File: config.mk
export PLATFORM = sky130hd
export DESIGN_NAME = traffic_phase_ctrl
export DESIGN_NICKNAME = d
export VERILOG_FILES = /design/src/rtl/traffic_pkg.sv /design/src/rtl/traffic_rr_pick.sv /design/src/rtl/traffic_phase_ctrl.sv
export SDC_FILE = /design/constraint.sdc
export NUM_CORES = 1
export LEC_CHECK = 0
export CORE_MARGIN = 4
export CORE_UTILIZATION = 49
export CTS_CLUSTER_SIZE = 12
export DETAILED_ROUTE_END_ITERATION = 6
export GPL_TIMING_DRIVEN = 0
export HOLD_SLACK_MARGIN = 0.08
export PLACE_DENSITY_LB_ADDON = 0.12
export SLEW_MARGIN = 20
export SYNTH_ARGS = -nofsm -noshare
export SYNTH_HDL_FRONTEND = slang
export SYNTH_SLANG_ARGS = --single-unit
File: constraint.sdc
create_clock -name clk -period 4.37 [get_ports clk]
set_input_delay 0.874 -clock clk [delete_from_list [all_inputs] [get_ports clk]]
set_output_delay 0.874 -clock clk [all_outputs]
set_load 0.1 [all_outputs]
File: src/rtl/traffic_pkg.sv
// traffic_pkg: phase encoding, parameter legality check and round-robin helper
package traffic_pkg;
  typedef enum logic [1:0] {GREEN, YELLOW, ALLRED} phase_e;
  function automatic bit params_ok(int n, int way_w, int cnt_w, int g, int y, int a, int legacy);
    int mx;
    mx = g > y ? g : y;
    mx = a > mx ? a : mx;
    return n >= 2 && n <= 16 && way_w == $clog2(n) && cnt_w >= 1 && cnt_w <= 30 &&
           g >= 1 && y >= 1 && a >= 0 && mx <= (1 << cnt_w) && (legacy == 0 || legacy == 1);
  endfunction
  function automatic int rr_next(int cur, int n);
    return (cur + 1) % n;
  endfunction
endpackage

File: src/rtl/traffic_rr_pick.sv
// traffic_rr_pick: first way after start_i (cyclic) with demand set
module traffic_rr_pick #(
  parameter int NUM_WAYS = 4,
  parameter int WAY_W = $clog2(NUM_WAYS)
) (
  input  logic [NUM_WAYS-1:0] demand_i,
  input  logic [WAY_W-1:0]    start_i,
  output logic [WAY_W-1:0]    idx_o,
  output logic                found_o
);
  logic [2*NUM_WAYS-1:0] dd;
  logic [NUM_WAYS-1:0] rot;
  assign dd = {demand_i, demand_i};
  assign rot = NUM_WAYS'(dd >> ({1'b0, start_i} + 1'b1));
  // rot[k-1] is the demand of way start+k; scan downwards so the nearest way wins
  always_comb begin
    idx_o = '0;
    found_o = 1'b0;
    for (int k = NUM_WAYS - 1; k >= 1; k--)
      if (rot[k-1]) begin
        idx_o = WAY_W'((int'(start_i) + k) % NUM_WAYS);
        found_o = 1'b1;
      end
  end
endmodule

File: src/rtl/traffic_phase_ctrl.sv
// traffic_phase_ctrl: N-way green/amber/all-red phase sequencer with demand round-robin.
// Define TRAFFIC_PREEMPT_EN to add emergency preemption ports emg_req/emg_way.
module traffic_phase_ctrl import traffic_pkg::*; #(
  parameter int NUM_WAYS = 4,
  parameter int WAY_W = $clog2(NUM_WAYS),
  parameter int CNT_W = 5,
  parameter int GREEN_TICKS = 7,
  parameter int YELLOW_TICKS = 1,
  parameter int ALLRED_TICKS = 0,
  parameter int LEGACY_AMBER = 1
) (
  input  logic                clk,
  input  logic                rst_n,
  input  logic                en,
  input  logic [NUM_WAYS-1:0] demand,
`ifdef TRAFFIC_PREEMPT_EN
  input  logic                emg_req,
  input  logic [WAY_W-1:0]    emg_way,
`endif
  output logic [NUM_WAYS-1:0] green,
  output logic [NUM_WAYS-1:0] yellow,
  output logic [NUM_WAYS-1:0] red,
  output logic [WAY_W-1:0]    way_idx,
  output logic [WAY_W-1:0]    next_idx,
  output logic                phase_end
);
  if (!params_ok(NUM_WAYS, WAY_W, CNT_W, GREEN_TICKS, YELLOW_TICKS, ALLRED_TICKS, LEGACY_AMBER)) begin : g_param_err
    $error("traffic_phase_ctrl: illegal parameter set");
  end
  phase_e state_q, state_d;
  logic [WAY_W-1:0] way_q, way_d, next_q, next_d, pick_idx, rr_sel, green_next, nxt_eff;
  logic [CNT_W-1:0] cnt_q, cnt_d, lim;
  logic [NUM_WAYS-1:0] way_oh, nxt_oh;
  logic pe_q, pick_found, emg_other, emg_hold, done;
  traffic_rr_pick #(.NUM_WAYS(NUM_WAYS), .WAY_W(WAY_W)) u_pick (
    .demand_i(demand),
    .start_i (way_q),
    .idx_o   (pick_idx),
    .found_o (pick_found)
  );
  // no other way waiting: advance cyclically rather than holding the green
  assign rr_sel = pick_found ? pick_idx : WAY_W'(rr_next(int'(way_q), NUM_WAYS));
`ifdef TRAFFIC_PREEMPT_EN
  assign emg_other = state_q == GREEN && emg_req && emg_way != way_q;
  assign emg_hold = state_q == GREEN && emg_req && emg_way == way_q;
  assign green_next = emg_other ? emg_way : rr_sel;
  assign nxt_eff = (emg_req && state_q != GREEN) ? emg_way : next_q;
`else
  assign emg_other = 1'b0;
  assign emg_hold = 1'b0;
  assign green_next = rr_sel;
  assign nxt_eff = next_q;
`endif
  assign lim = state_q == GREEN ? CNT_W'(GREEN_TICKS - 1) :
               state_q == YELLOW ? CNT_W'(YELLOW_TICKS - 1) : CNT_W'(ALLRED_TICKS - 1);
  assign done = en && !emg_hold && (cnt_q == lim || emg_other);
  always_comb begin
    state_d = state_q;
    way_d = way_q;
    next_d = nxt_eff;
    cnt_d = en ? ((done || emg_hold) ? '0 : cnt_q + 1'b1) : cnt_q;
    if (done && state_q == GREEN) begin
      state_d = YELLOW;
      next_d = green_next;
    end else if (done) begin
      state_d = (state_q == YELLOW && ALLRED_TICKS != 0) ? ALLRED : GREEN;
      way_d = (state_q == YELLOW && ALLRED_TICKS != 0) ? way_q : nxt_eff;
    end
  end
  always_ff @(posedge clk) begin
    if (!rst_n) begin
      state_q <= GREEN;
      way_q <= '0;
      next_q <= WAY_W'(rr_next(0, NUM_WAYS));
      cnt_q <= '0;
      pe_q <= 1'b0;
    end else begin
      state_q <= state_d;
      way_q <= way_d;
      next_q <= next_d;
      cnt_q <= cnt_d;
      pe_q <= done;
    end
  end
  assign way_oh = NUM_WAYS'(1) << way_q;
  assign nxt_oh = NUM_WAYS'(1) << next_q;
  assign green = state_q == GREEN ? way_oh : '0;
  assign yellow = state_q == YELLOW ? (way_oh | (LEGACY_AMBER != 0 ? nxt_oh : '0)) : '0;
  assign red = ~green & ~yellow;
  assign way_idx = way_q;
  assign next_idx = next_q;
  assign phase_end = pe_q;
endmodule

==> impl_metrics.json, run 1 <==
{
  "outcome": "finished, final reports clean",
  "drive_above_1_share_pct": 14.8,
  "power.switching_uw": 45.8,
  "finClkSkew_ns": 0.00181,
  "period_needed_ns": 3.53,
  "critPathKind": "reg -> out",
  "ys_seq_area_share_pct": 27.5,
  "ios": 24,
  "grt_overflow": 0,
  "clk_latency_ns": 0.27,
  "path_max_fanout": 8,
  "place.gp.congestion": 0.791,
  "cts_setup_buffers": 0,
  "r2r-end": "next_idx[1]",
  "yosysMostFrequentCell": "dfxtp_1",
  "cp.required_ns": 3.50,
  "yosys_warnings": 0,
  "area.growth.synth_to_final_pct": 37.1,
  "total_power_uw": 196,
  "hold_class": "reg -> reg",
  "p_comb_share_pct": 12.5,
  "grt_setup_unrepaired": "no",
  "die_area_um2": 2340,
  "vias": 777,
  "dpl.hpwl_um": 1420,
  "grt_usage_pct": 16.3,
  "p_leak_nw": 0.432,
  "sw_frac_of_total_pct": 23.4,
  "coreArea_um2": 1520,
  "die_h_um": 48.4,
  "fin_crit_sh_pct": 80.9,
  "cap_violations": 0,
  "final_area_um2": 1100,
  "critical_path.startpoint": "way_idx[0]",
  "die_x_um": 48.4,
  "fill_cells": 123,
  "synth_top_area_share_pct": 27.5,
  "hold_violations": 0,
  "final-seq-area_um2": 220,
  "synth_cell_types": 36,
  "synth-main-ff-cell": "dfxtp_1",
  "yosys-top-cells-count": "11 x dfxtp_1, 9 x nor2_1, 8 x nand2_1",
  "postCtsResizedCells": 0,
  "ys_top_cells_by_area": "dfxtp_1 28%, ha_1 7.8%, nor2b_1 5.5%",
  "wire_per_inst_um": 13.3,
  "nets": 135,
  "drtIter0Drc": 12,
  "ir_drop_uv": 202,
  "ant_nets": 0,
  "slew_viol_final": 0,
  "hp-start": "cnt_q[1]",
  "avgSynthCellArea_um2": 8.42,
  "tightestPinTransition_ns": 0.973,
  "htreeDepth": 1,
  "cts_hold_buf": 0,
  "syn_inst": 95,
  "antenna_found_initial": 0,
  "clk_pin_slew_ns": 0.06,
  "start_util_pct": 52.5,
  "synth_area_um2": 800,
  "cts_root_buffer": "clkbuf_4",
  "synth_edf_count": 0,
  "p_clk_share_pct": 34.4,
  "yosysTopAreaCell": "dfxtp_1",
  "r2r_cells": 7,
  "hold-path-cell-count": 2,
  "cts_buffer_depth": 2,
  "cts_made_buffers": 3,
  "p_int_uw": 150,
  "grt_pass1_wl_um": 3150,
  "setup.worst_path.end": "red[0]",
  "drc": 0,
  "crit_arrival_ns": 2.66,
  "io_buffers": 23,
  "cts_num_sinks": 11,
  "seqPwrFrac_pct": 53.1,
  "fmax_mhz": 283,
  "num_rows": 14,
  "fin_setup_tns_ns": 0,
  "grt_pass1_vias": 718,
  "multi_input_area_um2": 566,
  "reg2reg_slack_ns": 2.58,
  "num_antenna_cells": 0,
  "critPathCaptureType": "primary output",
  "via_per_inst": 5.63,
  "slew_headroom_pct": 35.0,
  "reg2reg_from": "way_idx[0]",
  "cellPowerDensity_nw_per_um2": 179,
  "cp-start-kind": "flop",
  "ys_seq_elements": 11,
  "place_area_um2": 1070,
  "drt_pass1_iterations": 4,
  "async_flop_share_pct": 0,
  "cts_tree": "done",
  "totalWireLength_um": 1840,
  "finalSetupViolCount": 0,
  "syn-num-nets": 107,
  "grt_max_degree": 11
}
[flip-flops by register name (all words and copies together), names as in the netlist]
name	flops
next_idx	2
cnt_q	5
state_q	1
phase_end	1
way_idx	2
[cells in the final DEF (no fill, tap or decap), types with 2 or more instances in the layout]
master	synthesis	layout
mux2i_1	2	2
nor3b_1	2	2
nand3_1	4	4
clkdlybuf4s50_1	0	23
ha_1	5	5
nor2b_2	0	6
buf_2	2	2
xor2_1	3	3
nand4_1	3	3
clkbuf_4	0	3
o21a_1	4	4
nor2_2	0	2
clkbuf_1	1	2
inv_1	4	4
and2_1	2	2
nand2_1	8	8
dfxtp_1	11	11
nor2_1	9	7
a21oi_1	3	3
o21bai_1	5	5
a21boi_0	2	2
[kinds of logic (layout without fill, tap and decap cells)]
kind of cell / Yosys count / after routing / share of synthesized area, %
AO/OA/AOI/OAI: 24 / 24 / 22.4
XOR/XNOR: 3 / 3 / 3.29
adder cells (fa/ha/maj): 5 / 5 / 7.82
buffers and inverters: 8 / 35 / 4.22
flip-flops: 11 / 11 / 27.5
multiplexers: 3 / 3 / 5.32
AND/OR/NAND/NOR: 41 / 41 / 29.4
[worst min path at each step]
stage,endpoint,slack (ns)
floorplan,cnt_q[1],0.48
global placement,cnt_q[1],0.50
detailed placement,cnt_q[1],0.52
CTS,cnt_q[1],0.53
global route,cnt_q[1],0.58
finish,cnt_q[1],0.54
[worst max-delay path, stage by stage (launching register included)]
cell             delay (ns)
dfxtp_1                0.39
buf_2                  0.22
inv_1                  0.10
ha_1                   0.22
o21a_1                 0.22
nor2_2                 0.10
clkdlybuf4s50_1        1.13
[per-stage QoR]
step / worst slack (ns) / instances / hold slack, ns / utilization (%)
after detailed placement: 1.12 / 134 / 0.517 / 70.2
after floorplan: 0.216 / 95 / 0.482 / -
after global routing: 0.646 / 138 / 0.581 / 71.9
final: 0.836 / 138 / 0.535 / 71.9
after global placement: 1.17 / 134 / 0.502 / 70.2
after CTS: 0.823 / 138 / 0.531 / 71.9
[routing by layer]
layer / global-route usage (%) / vias up / wire length [um]
met1: 20.8 / 362 / 868
met5: 0 / - / 0
li1: - / 391 / -
met3: 5.83 / 2 / 86
met4: 2.76 / 0 / 6
met2: 26.3 / 22 / 876
[final cells by class]
class	count	area share, %
Sequential cell	11	20.1
Timing Repair Buffer	23	21.0
Tap cell	16	1.83
Multi-Input combinational cell	76	51.6
Buffer	4	1.71
Clock buffer	4	2.40
Inverter	4	1.37
[power by group through the flow]
stage / Sequential, mW / Clock (mW) / Combinational (mW)
floorplan: 0.106 / 0 / 0.0134
global placement: 0.106 / 0 / 0.0234
detailed placement: 0.106 / 0 / 0.0245
CTS: 0.104 / 0.0702 / 0.0245
global route: 0.104 / 0.0775 / 0.0268
finish: 0.104 / 0.0674 / 0.0245
Note: power is estimated with default switching activity, not from simulation.
==> inputs of run 2 (changes only) <==
--- a/config.mk
+++ b/config.mk
@@ -6,7 +6,7 @@
 export NUM_CORES = 1
 export LEC_CHECK = 0
 export CORE_MARGIN = 4
-export CORE_UTILIZATION = 49
+export CORE_UTILIZATION = 45
 export CTS_CLUSTER_SIZE = 12
 export DETAILED_ROUTE_END_ITERATION = 6
 export GPL_TIMING_DRIVEN = 0
==> constraint.sdc (replaced) <==
create_clock -name clk -period 3.5 [get_ports clk]
set_input_delay 0.7 -clock clk [delete_from_list [all_inputs] [get_ports clk]]
set_output_delay 0.7 -clock clk [all_outputs]
set_load 0.1 [all_outputs]
==> impl_metrics.json, run 2 (synthesis gave the netlist of run 1 again) <==
{
  "die_h_um": 50.2,
  "critPathBufInv": 3,
  "vias": 773,
  "cp.required_ns": 2.80,
  "p_leak_nw": 0.437,
  "die_x_um": 50.2,
  "htreeDepth": 1,
  "finClkSkew_ns": 0.00207,
  "antenna_found_initial": 0,
  "outcome": "finished, final reports clean",
  "grt_usage_pct": 16.3,
  "finish.utilization_pct": 70.9,
  "cts_tree": "done",
  "place.gp.congestion": 0.772,
  "ant_nets": 0,
  "grt_setup_unrepaired": "no",
  "fill_cells": 126,
  "grt_pass1_wl_um": 3150,
  "path_cells": "clkbuf_2, inv_1, ha_1, o21a_1, nor2_4, clkdlybuf4s50_1",
  "io_buffers": 23,
  "cellPowerDensity_nw_per_um2": 219,
  "ios": 24,
  "drc": 0,
  "cts_num_sinks": 11,
  "nets": 135,
  "via_per_inst": 5.29,
  "cp_top_family": "buffers and inverters",
  "tightestPinTransition_ns": 0.979,
  "start_util_pct": 50.2,
  "area.growth.synth_to_final_pct": 41.3,
  "clk_latency_ns": 0.27,
  "grt_max_degree": 11,
  "num_antenna_cells": 0,
  "cts_hold_buf": 0,
  "critPathMaxStageDelay_ns": 1.13,
  "crit_arrival_ns": 2.67,
  "dr_wl_met2_um": 966,
  "critPathKind": "reg -> out",
  "drive_above_1_share_pct": 16.4,
  "routed-wl-met3_um": 78,
  "fin_setup_tns_ns": 0,
  "cp_slowest_cell": "clkdlybuf4s50_1",
  "totalWireLength_um": 1860,
  "finalSetupViolCount": 0,
  "hold_class": "reg -> reg",
  "met1_length_um": 781,
  "num_rows": 14,
  "final_common_cell": "clkdlybuf4s50_1",
  "cts_made_buffers": 3,
  "die_area_um2": 2520,
  "slew_headroom_pct": 34.5,
  "hold_violations": 0,
  "cts_root_buffer": "clkbuf_4",
  "drtIter0Drc": 9,
  "grt_overflow": 0,
  "fmax_mhz": 297,
  "total_power_uw": 247,
  "cts_buffer_depth": 2,
  "period_needed_ns": 3.37,
  "dr.max_layer_used": "met4",
  "layout_common_cells": "23 x clkdlybuf4s50_1, 10 x dfxtp_1, 8 x nand2_1, 6 x nor2_1",
  "path_max_fanout": 7,
  "coreArea_um2": 1590,
  "ir_drop_uv": 202,
  "slew_viol_final": 0,
  "cap_violations": 0,
  "postCtsResizedCells": 0,
  "cp-start-kind": "flop",
  "regMostFlops": "cnt_q",
  "critPathCaptureType": "primary output",
  "wire_per_inst_um": 12.8,
  "cts_setup_buffers": 0,
  "clk_pin_slew_ns": 0.07,
  "largest_reg_flops": 5,
  "fin_crit_sh_pct": 96.2,
  "grt_pass1_vias": 719,
  "drt_pass1_iterations": 4,
  "dpl.hpwl_um": 1490
}
[run 2: power breakdown]
part | total [mW] | leakage (nW) | switching [mW] | internal (mW)
Sequential | 0.129 | 0.0895 | 0.00260 | 0.127
Combinational | 0.0305 | 0.332 | 0.0142 | 0.0163
Clock | 0.0873 | 0.0150 | 0.0432 | 0.0441
Total | 0.247 | 0.437 | 0.0600 | 0.187
[run 2: worst paths after layout]
path / start / to / depth (start not counted) / slack [ns]
worst max-delay path: way_idx[1] / red[1] / 6 / 0.13
worst min-delay path: cnt_q[1] / cnt_q[1] / 2 / 0.53
worst max register to register: way_idx[1] / next_idx[1] / 7 / 1.72
worst min register to register: cnt_q[1] / cnt_q[1] / 2 / 0.53
[run 2: worst reg2reg max path, delay by kind of cell (launching register included)]
kind	cells	cell delay, ns
flip-flops	1	0.37
buffers and inverters	2	0.35
adder cells (fa/ha/maj)	1	0.32
AND/OR/NAND/NOR	1	0.28
AO/OA/AOI/OAI	3	0.39
[run 2: area by class of cell]
| class | count | area (um2) | share of cell area (%) |
|---|---|---|---|
| multi-input cells | 76 | 588 | 52.0 |
| repair buffers | 23 | 230 | 20.4 |
| flip-flops and latches | 11 | 221 | 19.6 |
| well taps | 24 | 30.0 | 2.66 |
| clock buffers | 4 | 26.3 | 2.33 |
| plain buffers | 4 | 18.8 | 1.66 |
| inverters | 4 | 15.0 | 1.33 |
[run 2: through the flow]
stage	setup WS (ns)	instance area (um2)	hold WS, ns	cells
2_1_floorplan	0.00918	843	0.482	95
5_1_grt	0.0199	1130	0.573	146
3_5_place_dp	0.420	1100	0.526	142
3_3_place_gp	0.467	1100	0.512	142
4_1_cts	0.118	1130	0.538	146
6_report	0.134	1130	0.532	146
[run 2: per-layer routing]
layer	track usage, %	vias to the layer above
met3	2.96	5
met2	29.8	22
met4	8.29	0
met5	0	-
met1	17.7	352
li1	-	394
==> inputs of run 3 (changes only) <==
--- a/config.mk
+++ b/config.mk
@@ -9,6 +9,7 @@
 export CORE_UTILIZATION = 45
 export CTS_CLUSTER_SIZE = 12
 export DETAILED_ROUTE_END_ITERATION = 6
+export GPL_ROUTABILITY_DRIVEN = 1
 export GPL_TIMING_DRIVEN = 0
 export HOLD_SLACK_MARGIN = 0.08
 export PLACE_DENSITY_LB_ADDON = 0.12
==> constraint.sdc (replaced) <==
create_clock -name clk -period 3.5 [get_ports clk]
set_input_delay 0.525 -clock clk [delete_from_list [all_inputs] [get_ports clk]]
set_output_delay 0.525 -clock clk [all_outputs]
set_load 0.1 [all_outputs]
==> impl_metrics.json, run 3 (synthesis gave the netlist of run 1 again) <==
{
  "outcome": "finished, final reports clean",
  "die_h_um": 50.2,
  "dpl.hpwl_um": 1440,
  "area.growth.synth_to_final_pct": 39.6,
  "grt_overflow": 0,
  "cp.required_ns": 2.97,
  "cts_num_sinks": 11,
  "cp-start-kind": "flop",
  "seqPwrFrac_pct": 52.3,
  "drc": 0,
  "ios": 24,
  "die_x_um": 50.2,
  "path_cells": "buf_2, inv_1, ha_1, o21a_1, nor2_4, clkdlybuf4s50_1",
  "via_per_inst": 5.27,
  "path_max_fanout": 8,
  "place_area_um2": 1090,
  "vias": 769,
  "grt_usage_pct": 16.5,
  "regMostFlops": "cnt_q",
  "ant_nets": 0,
  "period_needed_ns": 3.19,
  "total_power_uw": 248,
  "grt_max_degree": 11,
  "drive_above_1_share_pct": 14.8,
  "cp_top_family": "buffers and inverters",
  "cts_root_buffer": "clkbuf_4",
  "cts_tree": "done",
  "fin_crit_sh_pct": 91.3,
  "io_buffers": 23,
  "p_int_uw": 187,
  "nets": 135,
  "cp_slowest_cell": "clkdlybuf4s50_1",
  "p_comb_share_pct": 12.4,
  "drt_pass1_iterations": 4,
  "p_leak_nw": 0.435,
  "critPathBufInv": 3,
  "totalWireLength_um": 1870,
  "tightestPinTransition_ns": 0.978,
  "cap_violations": 0,
  "critPathMaxStageDelay_ns": 1.13,
  "place.gp.congestion": 0.743,
  "crit_arrival_ns": 2.67,
  "num_rows": 14,
  "cts_made_buffers": 3,
  "largest_reg_flops": 5,
  "critPathCaptureType": "primary output",
  "finalSetupViolCount": 0,
  "antenna_found_initial": 0,
  "start_util_pct": 50.2,
  "fmax_mhz": 313,
  "grt_setup_unrepaired": "no",
  "clk_latency_ns": 0.28,
  "grt_pass1_wl_um": 3190,
  "die_area_um2": 2520,
  "critPathKind": "reg -> out",
  "ir_drop_uv": 269,
  "finClkSkew_ns": 0.00346,
  "hold_violations": 0,
  "num_antenna_cells": 0,
  "sw_frac_of_total_pct": 24.5,
  "final_area_um2": 1120,
  "power.switching_uw": 60.8,
  "cts_setup_buffers": 0,
  "final_common_cell": "clkdlybuf4s50_1",
  "cts_buffer_depth": 2,
  "cts_hold_buf": 0,
  "drtIter0Drc": 5,
  "p_clk_share_pct": 35.4,
  "slew_viol_final": 0,
  "coreArea_um2": 1590,
  "wire_per_inst_um": 12.8,
  "hold_class": "reg -> reg",
  "postCtsResizedCells": 0,
  "slew_headroom_pct": 34.6,
  "htreeDepth": 1,
  "grt_pass1_vias": 737,
  "cellPowerDensity_nw_per_um2": 222,
  "layout_common_cells": "23 x clkdlybuf4s50_1, 11 x dfxtp_1, 8 x nand2_1, 7 x nor2_1, 6 x nor2b_2",
  "clk_pin_slew_ns": 0.07
}
## run 3: cell types whose count changed in the layout (fill, tap and decap cells not counted)
cell,previous run,this run
nor2b_2,4,6
nor2b_4,2,0
dfxtp_2,1,0
dfxtp_1,10,11
nor2_2,1,0
nor2_1,6,7
## run 3: metrics by stage
step	worst slack, ns	util [%]	cells	hold WS (ns)	setup TNS [ns]
finish	0.305	70.0	146	0.535	0
global route	0.0801	70.0	146	0.552	0
CTS	0.291	70.0	146	0.531	0
detailed placement	0.601	68.4	142	0.522	0
global placement	0.635	68.4	142	0.507	0
floorplan	-0.305	-	95	0.482	-0.305
## run 3: power groups by stage
| stage | sequential (mW) | combinational, mW | clock (mW) |
|---|---|---|---|
| floorplan | 0.132 | 0.0167 | 0 |
| global placement | 0.132 | 0.0294 | 0 |
| detailed placement | 0.133 | 0.0304 | 0 |
| CTS | 0.130 | 0.0304 | 0.0911 |
| global route | 0.130 | 0.0335 | 0.0982 |
| finish | 0.130 | 0.0307 | 0.0878 |
## run 3: layout make-up
type | count | area [um2]
inverter | 4 | 15.0
clock buffer | 4 | 26.3
sequential | 11 | 220
timing repair buffer | 23 | 230
fill | 139 | 478
tap | 24 | 30.0
multi-input combinational | 76 | 576
buffer | 4 | 18.8
## run 3: worst paths after layout
path | startpoint | endpoint | slack [ns] | depth (start not counted)
max | way_idx[0] | red[0] | 0.31 | 6
min | cnt_q[1] | cnt_q[1] | 0.54 | 2
max reg2reg | way_idx[0] | next_idx[1] | 1.70 | 7
min reg2reg | cnt_q[1] | cnt_q[1] | 0.54 | 2
## run 3: tightest hold or removal path: cells and delay by family, from the launching register on
kind | cells | cell delay [ns]
flops | 1 | 0.35
simple gates | 1 | 0.08
compound gates | 1 | 0.05
## run 3: layer usage
metal	up-vias	share of wire [%]	wire length [um]	global-route usage [%]
met5	-	0	0	0
met4	0	0.64	12	3.69
met3	2	5.6	105	7.10
met2	18	44	818	26.1
met1	357	50	930	20.7
li1	392	-	-	-
